File: src/rtl/posit_accum_ctrl.sv
// Packet-level posit accumulator that drives an external pipelined posit adder.
// One addition is in flight at a time; the packet sum is held until the consumer takes it.
module posit_accum_ctrl #(
  parameter int ADD_LATENCY = 8,
  parameter int CNT_W       = 16
) (
  input  logic             clk,
  input  logic             reset,
  input  logic [31:0]      in_data,
  input  logic             in_valid,
  input  logic             in_last,
  output logic             in_ready,
  output logic [31:0]      out_data,
  output logic             out_inf,
  output logic [CNT_W-1:0] out_count,
  output logic             out_valid,
  input  logic             out_ready,
  output logic [31:0]      add_in1,
  output logic [31:0]      add_in2,
  output logic             add_start,
  input  logic [31:0]      add_result,
  input  logic             add_done,
  input  logic             add_inf,
  input  logic             add_zero
);

  typedef enum logic [2:0] {
    S_FLUSH,
    S_IDLE,
    S_ACCUM,
    S_ADD,
    S_OUT
  } state_t;

  localparam logic [31:0]  NAR        = 32'h8000_0000;
  localparam int           FW         = (ADD_LATENCY < 1) ? 1 : $clog2(ADD_LATENCY + 1);
  localparam logic [FW-1:0] FLUSH_INIT = FW'(ADD_LATENCY);

  state_t           state_q, state_d;
  logic [FW-1:0]    flush_cnt;
  logic [31:0]      acc;
  logic             acc_inf;
  logic [CNT_W-1:0] count;
  logic             pending_last;
  logic             accept;

  // The zero flag carries no information the sum itself does not already carry.
  logic unused_add_zero;
  assign unused_add_zero = add_zero;

  // NOTE: sequential state uses non-blocking assignments so every register samples pre-edge values.
  always_ff @(posedge clk or posedge reset) begin
    if (reset) state_q <= S_FLUSH;
    else       state_q <= state_d;
  end

  // NOTE: state_d gets a default before the case so no path leaves it unassigned (no latch).
  always_comb begin
    state_d = state_q;
    case (state_q)
      S_FLUSH: if (flush_cnt == '0) state_d = S_IDLE;
      S_IDLE:  if (accept)          state_d = in_last ? S_OUT : S_ACCUM;
      S_ACCUM: if (accept)          state_d = S_ADD;
      S_ADD:   if (add_done)        state_d = pending_last ? S_OUT : S_ACCUM;
      S_OUT:   if (out_ready)       state_d = S_IDLE;
      default:                      state_d = S_FLUSH;
    endcase
  end

  always_comb begin
    in_ready  = (state_q == S_IDLE) || (state_q == S_ACCUM);
    out_valid = (state_q == S_OUT);
    accept    = in_valid && in_ready;
  end

  assign out_data  = acc;
  assign out_inf   = acc_inf;
  assign out_count = count;

  // The adder has no reset, so the flush window outlasts any result it may still deliver.
  always_ff @(posedge clk or posedge reset) begin
    if (reset) begin
      flush_cnt    <= FLUSH_INIT;
      acc          <= '0;
      acc_inf      <= 1'b0;
      count        <= '0;
      pending_last <= 1'b0;
      add_in1      <= '0;
      add_in2      <= '0;
      add_start    <= 1'b0;
    end else begin
      add_start <= 1'b0;
      case (state_q)
        S_FLUSH: begin
          if (flush_cnt != '0) flush_cnt <= flush_cnt - 1'b1;
        end
        S_IDLE: begin
          if (accept) begin
            acc     <= in_data;
            acc_inf <= (in_data == NAR);
            count   <= CNT_W'(1);
          end
        end
        S_ACCUM: begin
          if (accept) begin
            add_in1      <= acc;
            add_in2      <= in_data;
            add_start    <= 1'b1;
            pending_last <= in_last;
            if (count != '1) count <= count + 1'b1;
          end
        end
        S_ADD: begin
          if (add_done) begin
            acc     <= add_result;
            acc_inf <= acc_inf | add_inf;
          end
        end
        S_OUT: begin
          if (out_ready) begin
            acc     <= '0;
            acc_inf <= 1'b0;
            count   <= '0;
          end
        end
        default: ;
      endcase
    end
  end

endmodule

File: config.mk
export PLATFORM = sky130hd
export DESIGN_NAME = posit_accum_ctrl
export DESIGN_NICKNAME = d
export VERILOG_FILES = /design/src/rtl/posit_accum_ctrl.sv
export SDC_FILE = /design/constraint.sdc
export NUM_CORES = 1
export LEC_CHECK = 0
export CAP_MARGIN = 10
export CORE_MARGIN = 1.5
export CORE_UTILIZATION = 40
export CTS_CLUSTER_SIZE = 25
export DETAILED_ROUTE_END_ITERATION = 6
export GPL_TIMING_DRIVEN = 0
export PLACE_DENSITY = 0.81
export SLEW_MARGIN = 20
export SYNTH_ARGS = -nofsm -noshare
export SYNTH_HDL_FRONTEND = slang
export SYNTH_SLANG_ARGS = --single-unit
File: constraint.sdc
create_clock -name clk -period 6.2 [get_ports clk]
set_clock_uncertainty 0.05 [all_clocks]
set_input_delay 1.55 -clock clk [delete_from_list [all_inputs] [get_ports clk]]
set_output_delay 1.55 -clock clk [all_outputs]
set_load 0.02 [all_outputs]
==> flow_metrics.py <==
metrics = {
    "clock_network": {
        "ctsRootBufferMaster": "sky130_fd_sc_hd__clkbuf_16",
        "cts-buffers-inserted": 17,
        "cts_sinks": 122,
        "cts_hold_fix_bufs": 0,
        "cts_setup_buffers": 0,
        "cts_htree_levels": 4,
        "clk_pin_slew_ps": 50,
        "tritoncts": "done",
        "insertion_delay_ps": 410,
        "post_cts_resized": 0,
        "clock_path_buffers": 2,
    },
    "power": {
        "portion_of_total_power_attributed_to_combinational_logic": 0.469,
        "int_power_mw": 2.78,
        "p_sw_mw": 1.63,
        "vdd_ir_drop_max_mv": 0.282,
        "power_density_nw_per_um2": 544,
        "power.leakage_nw": 3.42,
        "power_frac_clock": 0.223,
        "flop_pwr_share": 0.308,
        "power.total_mw": 4.41,
        "power.share.switching": 0.369,
    },
    "sta": {
        "final.min_clock_period_ps": 3670,
        "final_max_slew_viol_count": 0,
        "unrepaired_setup_endpoints_after_global_routing": "false",
        "worstMarginPinSlew_ps": 827,
        "timing.final.crit_share": 0.591,
        "max-slew-margin-rel": 0.447,
        "post-route-worst-setup-slack_ps": 2530,
        "timing.setup.tns_ps": 0,
        "max_clock_freq_mhz": 273,
        "finalSetupViolations": 0,
        "hold_violations": 0,
    },
    "setup_path": {
        "critical_path_depth": 3,
        "worst_setup_path_end_kind": "primary output",
        "r2r_start": "state_q[0]",
        "worst_r2r_endpoint": "add_in2[1]",
        "worst_r2r_path_depth": 5,
        "critical_path.slowest_cell": "sky130_fd_sc_hd__clkdlybuf4s50_1",
        "cp_slowest_stage_delay_ps": 660,
        "path_buf_inv": 2,
        "critical_path_required_ps": 4600,
        "timing.critical_path.from_type": "flop",
        "timing.critical_path.from": "state_q[0]",
        "worstPathArrival_ps": 2070,
        "setup.reg_to_reg.worst_slack_ps": 4130,
        "critical-path-top-delay-family": "buffers and inverters",
        "critPathKind": "flop to primary output",
        "worstPathCellList": "or3b_4, inv_2, clkdlybuf4s50_1",
        "cp-endpoint": "out_valid",
        "critical_path.max_fanout": 8,
    },
    "die": {
        "pin_count": 188,
        "fp-row-count": 42,
        "fp.dieW_um": 119,
        "core_area_um2": 13200,
        "initial_utilization": 0.409,
        "fp.dieArea_um2": 14200,
        "chip_height_um": 119,
    },
    "synth": {
        "syn-num-nets": 528,
        "synth_top_flop_cell": "sky130_fd_sc_hd__dfrtp_1",
        "synth.largest_area_cell": "sky130_fd_sc_hd__dfrtp_1",
        "synthArstFlopShare": 1.00,
        "syn_area_um2": 5410,
        "synth_area_leaders": "sky130_fd_sc_hd__dfrtp_1 56%, sky130_fd_sc_hd__mux2_2 14%, sky130_fd_sc_hd__a22oi_1 4.3%, sky130_fd_sc_hd__o21ai_0 3.0%, sky130_fd_sc_hd__nand2_1 2.9%",
        "synth_cells": 454,
        "ys_seq_area_frac": 0.565,
        "synth_top_area_frac": 0.560,
        "yosys_warnings": 0,
        "post_synth_num_cell_types": 55,
        "syn_area_per_cell_um2": 11.9,
        "synth-edff-count": 0,
        "synth-seq-cells": 122,
    },
    "min_path": {
        "min_delay_worst_type": "flop to flop",
    },
    "route": {
        "avgViaCountPerCell": 5.46,
        "met1_length_um": 6610,
        "drt_first_iter_violations": 417,
        "route.met2.wl_um": 7830,
        "detail_route.first_pass.iterations": 5,
        "drt-wirelength-per-cell_um": 18.9,
        "topRoutingLayerUsed": "met4",
        "count_of_unresolved_drc_violations_after_routing": 0,
        "antenna_violating_nets_post_route": 0,
        "routed_wirelength_um": 16000,
        "vias": 4628,
        "met3RoutedLength_um": 1080,
    },
    "global_routing": {
        "overflow": 0,
        "antenna_violations_before_repair": 0,
        "first_global_vias": 4754,
        "globalRouteTotalUtil": 0.230,
        "grt_first_pass_wirelength_um": 25100,
        "grt_start_max_net_pins": 84,
    },
    "place": {
        "gp_routability_congestion": 0.863,
        "hpwlAfterDp_um": 11700,
        "place_ws_ps": 2450,
        "port-buffer-count": 186,
    },
    "layout": {
        "area_growth_syn_to_layout_pct": 49.9,
        "layout-drive-gt1-share": 0.194,
        "n_antenna_cell": 0,
        "num-nets-final": 734,
    },
    "outcome": {
        "status": "complete, no violations",
    },
    "run": {
        "max_cap_violations": 0,
    },
}
-- cell families (layout without fill, tap and decap cells) --
family	after synthesis	after routing	synth area share
multiplexers	67	67	0.139
XOR/XNOR	3	3	0.00486
buffers and inverters	40	257	0.0375
adder cells (fa/ha/maj)	2	2	0.00462
flip-flops	122	122	0.565
AO/OA/AOI/OAI	119	119	0.150
AND/OR/NAND/NOR	101	101	0.0994
-- per-layer routing --
metal / GRT usage / up-vias
met2: 0.370 / 209
li1: - / 2099
met5: 0 / -
met4: 0.109 / 0
met3: 0.0647 / 41
met1: 0.288 / 2279
-- Yosys cell counts (all sizes together) (6+ instances only) --
master / n
dfrtp: 121
mux2: 66
nand2: 42
o21ai: 38
a22oi: 31
buf: 22
a21oi: 12
a31oi: 12
inv: 12
nand4: 9
nor2: 8
nor4: 8
clkbuf: 6
nor3: 6
-- flip-flops by register name, indices dropped and copies added (netlist names) --
| signal | flops |
|---|---|
| add_in1 | 32 |
| add_in2 | 32 |
| out_data | 32 |
| out_count | 16 |
| flush_cnt | 4 |
| state_q | 3 |
| add_start | 1 |
| out_inf | 1 |
| pending_last | 1 |
-- layout make-up --
type,count,area (µm²)
Tap cell,176,220
Multi-Input combinational cell,292,2150
Timing Repair Buffer,187,1890
Sequential cell,122,3050
Buffer,28,158
Inverter,12,50.0
Clock inverter,8,120
Fill cell,1071,5130
Clock buffer,22,464
-- layout by cell type (no fill, tap or decap), types with 5 or more instances in the layout --
master / netlist / final
sky130_fd_sc_hd__clkdlybuf4s50_1: 0 / 186
sky130_fd_sc_hd__dfrtp_1: 121 / 121
sky130_fd_sc_hd__mux2_2: 66 / 66
sky130_fd_sc_hd__nand2_1: 42 / 42
sky130_fd_sc_hd__o21ai_0: 32 / 32
sky130_fd_sc_hd__a22oi_1: 31 / 31
sky130_fd_sc_hd__clkbuf_16: 0 / 17
sky130_fd_sc_hd__buf_2: 15 / 15
sky130_fd_sc_hd__a21oi_1: 12 / 12
sky130_fd_sc_hd__a31oi_1: 11 / 11
sky130_fd_sc_hd__inv_1: 11 / 10
sky130_fd_sc_hd__nand4_1: 9 / 9
sky130_fd_sc_hd__clkbuf_1: 6 / 9
sky130_fd_sc_hd__nor4_1: 8 / 8
sky130_fd_sc_hd__nor2_1: 7 / 7
sky130_fd_sc_hd__o21ai_1: 6 / 6
sky130_fd_sc_hd__nor3_1: 6 / 6
sky130_fd_sc_hd__buf_4: 5 / 5
sky130_fd_sc_hd__and3_1: 5 / 5
-- metrics by stage --
stage               utilization  cells  instance area (µm²)  hold WS, ps
finish                    0.612    847                 8110          450
global route              0.612    847                 8110          463
CTS                       0.612    847                 8110          451
detailed placement        0.568    817                 7520          439
global placement          0.566    816                 7490          424
floorplan                     -    454                 5410          427
-- worst reg2reg max path: stages (launching register included) --
cell                       delay [ps]
sky130_fd_sc_hd__dfrtp_1          440
sky130_fd_sc_hd__nor4bb_1         370
sky130_fd_sc_hd__buf_2            240
sky130_fd_sc_hd__buf_4            230
sky130_fd_sc_hd__buf_4            250
sky130_fd_sc_hd__mux2_2           370
-- how the worst min path moves through the flow --
| stage | start | to | slack, ps | cells after the start |
|---|---|---|---|---|
| after floorplan | flush_cnt[3] | flush_cnt[3] | 430 | 1 |
| after global placement | out_inf | out_inf | 420 | 1 |
| after detailed placement | out_inf | out_inf | 440 | 1 |
| after CTS | out_inf | out_inf | 450 | 1 |
| after global routing | add_in1[11] | add_in1[11] | 460 | 1 |
| final | flush_cnt[3] | flush_cnt[3] | 450 | 1 |
-- power groups by stage --
stage          sequential (mW)  combinational (mW)  clock (mW)
2_1_floorplan             1.71               0.752           0
3_3_place_gp              1.34                2.03           0
3_5_place_dp              1.37                2.07           0
4_1_cts                   1.36                2.08        1.00
5_1_grt                   1.40                2.20        1.04
6_report                  1.36                2.07       0.984
Power figures use the tool's default switching activity.
